**config.mk**
```make
export PLATFORM = sky130hd
export DESIGN_NAME = button_event_gen
export DESIGN_NICKNAME = d
export VERILOG_FILES = /design/src/rtl/button_event_gen_pkg.sv /design/src/rtl/button_event_gen.sv
export SDC_FILE = /design/constraint.sdc
export NUM_CORES = 1
export LEC_CHECK = 0
export CAP_MARGIN = 20
export CORE_MARGIN = 5
export CORE_UTILIZATION = 31
export DETAILED_ROUTE_END_ITERATION = 8
export GPL_ROUTABILITY_DRIVEN = 0
export MAX_ROUTING_LAYER = met4
export RECOVER_POWER = 100
export SETUP_SLACK_MARGIN = 0.02
export SYNTH_ARGS = -nofsm -noshare
export SYNTH_HDL_FRONTEND = slang
export SYNTH_SLANG_ARGS = --single-unit
```
**constraint.sdc**
```tcl
create_clock -name CLK -period 2.67 [get_ports CLK]
set_input_delay 0.267 -clock CLK [delete_from_list [all_inputs] [get_ports CLK]]
set_output_delay 0.267 -clock CLK [all_outputs]
set_load 0.01 [all_outputs]
```
**src/rtl/button_event_gen_pkg.sv**
```systemverilog
// button_event_gen_pkg
//   Shared definitions for push-button event generation and other consumers
//   of the 5 ms timer strobe.
//   Contents:
//     state_t     - 2-bit FSM encoding: ARM, IDLE, PRESSED, REPEATING
//     TICKS_1S    - 200 ticks of the 5 ms strobe (1 s)
//     TICKS_200MS - 40 ticks of the 5 ms strobe (200 ms)
package button_event_gen_pkg;

  typedef enum logic [1:0] {
    ARM       = 2'd0,
    IDLE      = 2'd1,
    PRESSED   = 2'd2,
    REPEATING = 2'd3
  } state_t;

  localparam int TICKS_1S    = 200;
  localparam int TICKS_200MS = 40;

endpackage

```
**src/rtl/button_event_gen.sv**
```systemverilog
// button_event_gen
//   Turns the clean DEBOUNCED button level into one-CLK user events:
//   SHORT_PRESS on release before the long-press time, LONG_PRESS once the
//   hold reaches LONG_TICKS strobes of PULSE_5MS, and (optionally) REPEAT
//   every REPEAT_TICKS strobes while the button stays held afterwards.
//   Hold time is counted in PULSE_5MS ticks. All outputs are registered.
//
//   Optional feature macro: BTN_AUTO_REPEAT_EN
//     defined   - REPEATING emits REPEAT strobes every REPEAT_TICKS ticks
//     undefined - REPEAT is tied to 0, REPEATING just waits for release
//
//   Ports:
//     CLK          in   system clock
//     RESET        in   synchronous, active-high reset
//     PULSE_5MS    in   one-CLK strobe every 5 ms
//     DEBOUNCED    in   clean button level, 1 = pressed
//     SHORT_PRESS  out  one-CLK strobe, released before LONG_TICKS elapsed
//     LONG_PRESS   out  one-CLK strobe, hold reached LONG_TICKS
//     REPEAT       out  one-CLK strobe every REPEAT_TICKS after LONG_PRESS
//     HELD         out  level, button accepted as pressed
module button_event_gen
  import button_event_gen_pkg::*;
#(
  parameter int LONG_TICKS   = TICKS_1S,
  parameter int REPEAT_TICKS = TICKS_200MS,
  parameter int CNT_W        = 8
) (
  input  logic CLK,
  input  logic RESET,
  input  logic PULSE_5MS,
  input  logic DEBOUNCED,
  output logic SHORT_PRESS,
  output logic LONG_PRESS,
  output logic REPEAT,
  output logic HELD
);

  // Reject tick counts the hold counter cannot represent.
  if (LONG_TICKS < 2 || LONG_TICKS > (2**CNT_W) - 1) begin : g_bad_long
    $error("button_event_gen: LONG_TICKS out of range for CNT_W");
  end
  if (REPEAT_TICKS < 1 || REPEAT_TICKS > (2**CNT_W) - 1) begin : g_bad_repeat
    $error("button_event_gen: REPEAT_TICKS out of range for CNT_W");
  end

  localparam logic [CNT_W-1:0] LONG_LAST = CNT_W'(LONG_TICKS - 1);
`ifdef BTN_AUTO_REPEAT_EN
  localparam logic [CNT_W-1:0] REPEAT_LAST = CNT_W'(REPEAT_TICKS - 1);
`endif

  state_t           state, state_nxt;
  logic [CNT_W-1:0] cnt, cnt_nxt;
  logic             short_nxt, long_nxt, repeat_nxt, held_nxt;
  logic             repeat_q;

  // State, counter and output registers.
  always_ff @(posedge CLK) begin
    if (RESET) begin
      state       <= ARM;
      cnt         <= '0;
      SHORT_PRESS <= 1'b0;
      LONG_PRESS  <= 1'b0;
      repeat_q    <= 1'b0;
      HELD        <= 1'b0;
    end else begin
      state       <= state_nxt;
      cnt         <= cnt_nxt;
      SHORT_PRESS <= short_nxt;
      LONG_PRESS  <= long_nxt;
      repeat_q    <= repeat_nxt;
      HELD        <= held_nxt;
    end
  end

  // Next-state and hold counter. Release is tested first in every held
  // state so it always beats a threshold tick in the same cycle. A tick in
  // the IDLE->PRESSED cycle is deliberately not counted.
  always_comb begin
    state_nxt = state;
    cnt_nxt   = cnt;
    case (state)
      ARM: begin
        if (!DEBOUNCED) state_nxt = IDLE;
      end
      IDLE: begin
        if (DEBOUNCED) begin
          state_nxt = PRESSED;
          cnt_nxt   = '0;
        end
      end
      PRESSED: begin
        if (!DEBOUNCED) begin
          state_nxt = IDLE;
        end else if (PULSE_5MS && cnt == LONG_LAST) begin
          state_nxt = REPEATING;
          cnt_nxt   = '0;
        end else if (PULSE_5MS) begin
          cnt_nxt = cnt + 1'b1;
        end
      end
      REPEATING: begin
        if (!DEBOUNCED) begin
          state_nxt = IDLE;
`ifdef BTN_AUTO_REPEAT_EN
        end else if (PULSE_5MS && cnt == REPEAT_LAST) begin
          cnt_nxt = '0;
        end else if (PULSE_5MS) begin
          cnt_nxt = cnt + 1'b1;
`endif
        end
      end
      default: begin
        state_nxt = ARM;
        cnt_nxt   = '0;
      end
    endcase
  end

  // Output decode, registered above so every strobe lands one CLK later.
  always_comb begin
    short_nxt  = (state == PRESSED) && !DEBOUNCED;
    long_nxt   = (state == PRESSED) && DEBOUNCED && PULSE_5MS &&
                 (cnt == LONG_LAST);
`ifdef BTN_AUTO_REPEAT_EN
    repeat_nxt = (state == REPEATING) && DEBOUNCED && PULSE_5MS &&
                 (cnt == REPEAT_LAST);
`else
    repeat_nxt = 1'b0;
`endif
    held_nxt   = (state_nxt == PRESSED) || (state_nxt == REPEATING);
  end

`ifdef BTN_AUTO_REPEAT_EN
  assign REPEAT = repeat_q;
`else
  assign REPEAT = 1'b0;
`endif

endmodule

```
Word level (Yosys, flattened, before mapping)
Index checks and enable logic that the tools add are counted.
Cells by class
  $add $sub $neg: 1
  equal/unequal tests: 9
  reduce and logical (&&, ||, !) cells: 11
  multiplexer cells: 10
Operators with widths (count)
  two-way mux 8 bit: 4
  one-hot mux 8 bit (2 select lines): 1
  adder 8 x 1 -> 8 bit (second input constant): 1
  equality test 2 bit (second input constant): 4
  equality test 8 bit (second input constant): 1
  two-way mux 2 bit: 4
  one-hot mux 2 bit (3 select lines): 1
  logical AND 1 bit: 5
  inequality test 2 bit (second input constant): 2
  AND reduction 4 bit: 1
  inequality test 3 bit (second input constant): 1
  equality test 2 x 1 -> 1 bit (second input constant): 1
  logical NOT 2 bit: 1
  nonzero test 2 bit: 1
  OR reduction 2 bit: 1
  logical NOT 1 bit: 1
  logical OR 1 bit: 1
Word-level totals
  word-level logic and storage cells: 36
  flip-flop bits (word level): 13

Logic depth before layout (Yosys ltp)
  word-level depth: 7
  gate-level depth with buffers: 7

Worst setup path before layout
No wires, ideal clock.
  path kind: register to register
  start point: reg state[0]
  end point: reg cnt[5]
  required time: 2.596 ns
  arrival time: 1.600 ns
  period minus slack after synthesis: 1.674 ns
  setup slack: 0.996 ns
  cell stages (with the launch flop): 8
  library setup time: 0.074 ns
  cell sequence: dfxtp_1 -> inv_1 -> ha_1 -> buf_4 -> mux2_1 -> nand2_2 -> or4_1 -> a31oi_1
On the way
  word-level cells in the longest chain between the ends: 3
  elaborated cells on any way between the ends: 8
RTL lines
  from (decl): RTL line button_event_gen.sv:51  | state_t state, state_nxt;
  from (signal assigned): RTL line button_event_gen.sv:66  | state <= state_nxt;
  equality test 2 bit / equality test 2 x 1 -> 1 bit (equally long branches): RTL line button_event_gen.sv:81  | case (state)
  inequality test 3 bit (no source line), or another cell as far along
  AND reduction 4 bit (no source line)
  to (signal assigned): RTL line button_event_gen.sv:67  | cnt <= cnt_nxt;
  to (decl): RTL line button_event_gen.sv:52  | logic [CNT_W-1:0] cnt, cnt_nxt;
Several ways; a longest one is shown, not always the timed one.
A chain may end at the register's enable or synchronous reset.

Final worst setup path
Ends and elaborated chain as after synthesis.

==> impl_metrics.yaml <==
worst_setup_path:
  path_delay_family: "simple AND/OR/NAND/NOR gates"
  cp_num_buf_inv: 1
  timing_worst_setup_path_type: "reg -> reg"
  cp_slowest_cell: "or4_1"
  cp_slowest_stage_delay_ns: 0.55
  crit_fanout: 10
  crit_chain: "inv_1 > ha_1 > mux2_1 > nand2_1 > or4_1 > a31oi_1"
  start_kind: "flip-flop"
  crit_required_ns: 2.88
  arrival_ns: 2.11
  endpoint_kind: "flip-flop"
timing:
  fmax_mhz: 525.9
  slew_viol_final: 0
  final.period_utilization: 0.7122
  setup_viol_count_final: 0
  fin_skew_ns: 0.003832
  final.setup.tns_ns: 0
  rsz0062_at_grt: "false"
  hold_viol_final: 0
  final.min_clock_period_ns: 1.902
finish:
  finalNonFillerCells: 117
  fin_util: 0.3838
  fill_cells: 203
  nets: 98
  drive_gt1_frac: 0.1000
  antenna_cells: 0
  area_growth_pct: 15.63
drt:
  wl_per_cell_um: 12.59
  vias: 624
  dr.pass1.iters: 4
  post-route-drc-count: 0
  drtIter0Drc: 16
  postRouteAntennaNets: 0
  wirelength_mm: 1.473
  viasPerCell: 5.333
die:
  boundaryPins: 8
  fp-row-count: 16
  die_area_mm2: 0.003169
  dieWidth_um: 56.30
  fp.coreArea_mm2: 0.002002
  die_h_um: 56.30
  start_util: 0.3319
yosys:
  synthCells: 84
  yosysTopAreaCell: "dfxtp_1"
  async_reset_ff_frac: 0
  synth.avg_cell_area_um2: 7.909
  synth_commonest_cells: "12 x dfxtp_1, 9 x nand2_1, 8 x a21oi_1"
  yosysWarnings: 0
  synth_top_area_frac: 0.3616
  ys.flop_type: "dfxtp_1"
  yosysMostFrequentCell: "dfxtp_1"
  ys_ff_latch: 12
  netlist_area_um2: 664.4
  yosysUniqueCellTypes: 31
  yosysSeqAreaShare: 0.3616
  synthTopCellsByArea: "dfxtp_1 36%, a21oi_1 6.0%, ha_1 5.6%"
  synth-edff-count: 0
  syn_nets: 91
cts:
  cts_sinks: 12
  cts.repair.resized: 0
  cts_hold_buffers: 0
  cts_tree: "done"
  htreeDepth: 1
  clk_pin_slew_ns: 0.08
  cts_made_buffers: 3
  root_buffer: "clkbuf_4"
  clk_path_buf_depth: 2
  post-cts-setup-buffers: 0
  clk_latency_ns: 0.28
global_route:
  gr-usage-all-layers: 0.1092
  grt_pass1_vias: 603
  grt_overflow_total: 0
  grt_pass1_wl_mm: 2.663
  antenna_found_initial: 0
  grt_max_degree: 13
placement:
  place_hpwl_mm: 1.046
  io_buffers: 6
  place_inst: 113
power_and_ir_drop:
  leakage_nw: 0.2561
  peakVddDrop_uv: 253.2
  powerDensity_mw_per_mm2: 498.7
job:
  drv_cap: 0
min_path:
  worst_hold_path_type: "reg -> reg"
outcome:
  status: "complete, no violations"
## registers in the layout (all words and copies together) (netlist names)
name / cells
state: 1
SHORT_PRESS: 1
cnt: 8
LONG_PRESS: 1
HELD: 1
## final timing paths
path,start,endpoint,slack [ns],cells past startpoint
setup / recovery,state[0],cnt[5],0.77,6
hold / removal,cnt[1],cnt[1],0.49,2
setup reg to reg,state[0],cnt[5],0.77,6
hold reg to reg,cnt[1],cnt[1],0.49,2
## cells in the final DEF, fill, tap and decap left out
cell / instances
clkbuf_4: 3
nor3b_1: 1
clkdlybuf4s50_1: 3
and2_2: 1
o21ai_0: 4
or3_1: 1
nand2_1: 10
clkbuf_8: 1
or4_1: 2
nor4_1: 1
dfxtp_1: 12
nand3_1: 6
nor3_1: 3
a31o_2: 1
mux2_1: 1
a21boi_0: 1
or2_4: 1
dlygate4sd3_1: 3
and2_0: 1
ha_1: 3
conb_1: 1
mux2i_1: 1
or3b_1: 1
nor2_1: 6
a21oi_1: 8
nand3_2: 1
inv_1: 5
and4_2: 1
o211ai_1: 2
a31oi_1: 4
a311oi_1: 1
## final cells by class
class	count	area (um^2)	area share
multi-input combinational	63	379.1	0.4935
timing repair buffer	6	60.06	0.07818
sequential	12	240.2	0.3127
inverter	5	18.77	0.02443
clock buffer	4	36.28	0.04723
tap	27	33.78	0.04397
## stage by stage
step	total power, W	hold slack [ns]	setup WS [ns]	cell area, um^2
floorplan	0.0002252	0.3391	0.9957	664.4
global placement	0.0002377	0.4836	0.7251	734.5
detailed placement	0.0002390	0.4850	0.7093	734.5
CTS	0.0003909	0.4964	0.8185	770.7
global route	0.0004085	0.5323	0.6045	768.2
finish	0.0003831	0.4901	0.7685	768.2
## power breakdown
part           internal (W)  switching [W]  leakage [nW]  total [W]
Combinational     0.0000190      0.0000279         0.138  0.0000470
Clock             0.0000831      0.0000673        0.0210   0.000150
Sequential         0.000183     0.00000308        0.0969   0.000186
## metal layers
metal | vias to the layer above | wire (um) | GRT usage | part of all wire
li1 | 309 | - | - | -
met3 | 6 | 118 | 0.04817 | 0.080
met1 | 291 | 673 | 0.1274 | 0.46
met4 | 0 | 26 | 0.04068 | 0.018
met5 | - | 0 | - | 0
met2 | 18 | 654 | 0.1653 | 0.44
## cell families after synthesis
group | after synthesis | synth area share
AOI/OAI and AO/OA | 21 | 0.1883
muxes | 2 | 0.03201
buffers and inverters | 9 | 0.06401
adders and majority gates | 3 | 0.05650
and+or+nand+nor | 36 | 0.2919
DFF | 12 | 0.3616
other | 1 | 0.005644
## worst register-to-register path, stage by stage, from the launching register on
cell and delay (ns):
dfxtp_1 0.36, inv_1 0.06, ha_1 0.31, mux2_1 0.25
nand2_1 0.18, or4_1 0.55, a31oi_1 0.13
Power figures use the tool's default switching activity.
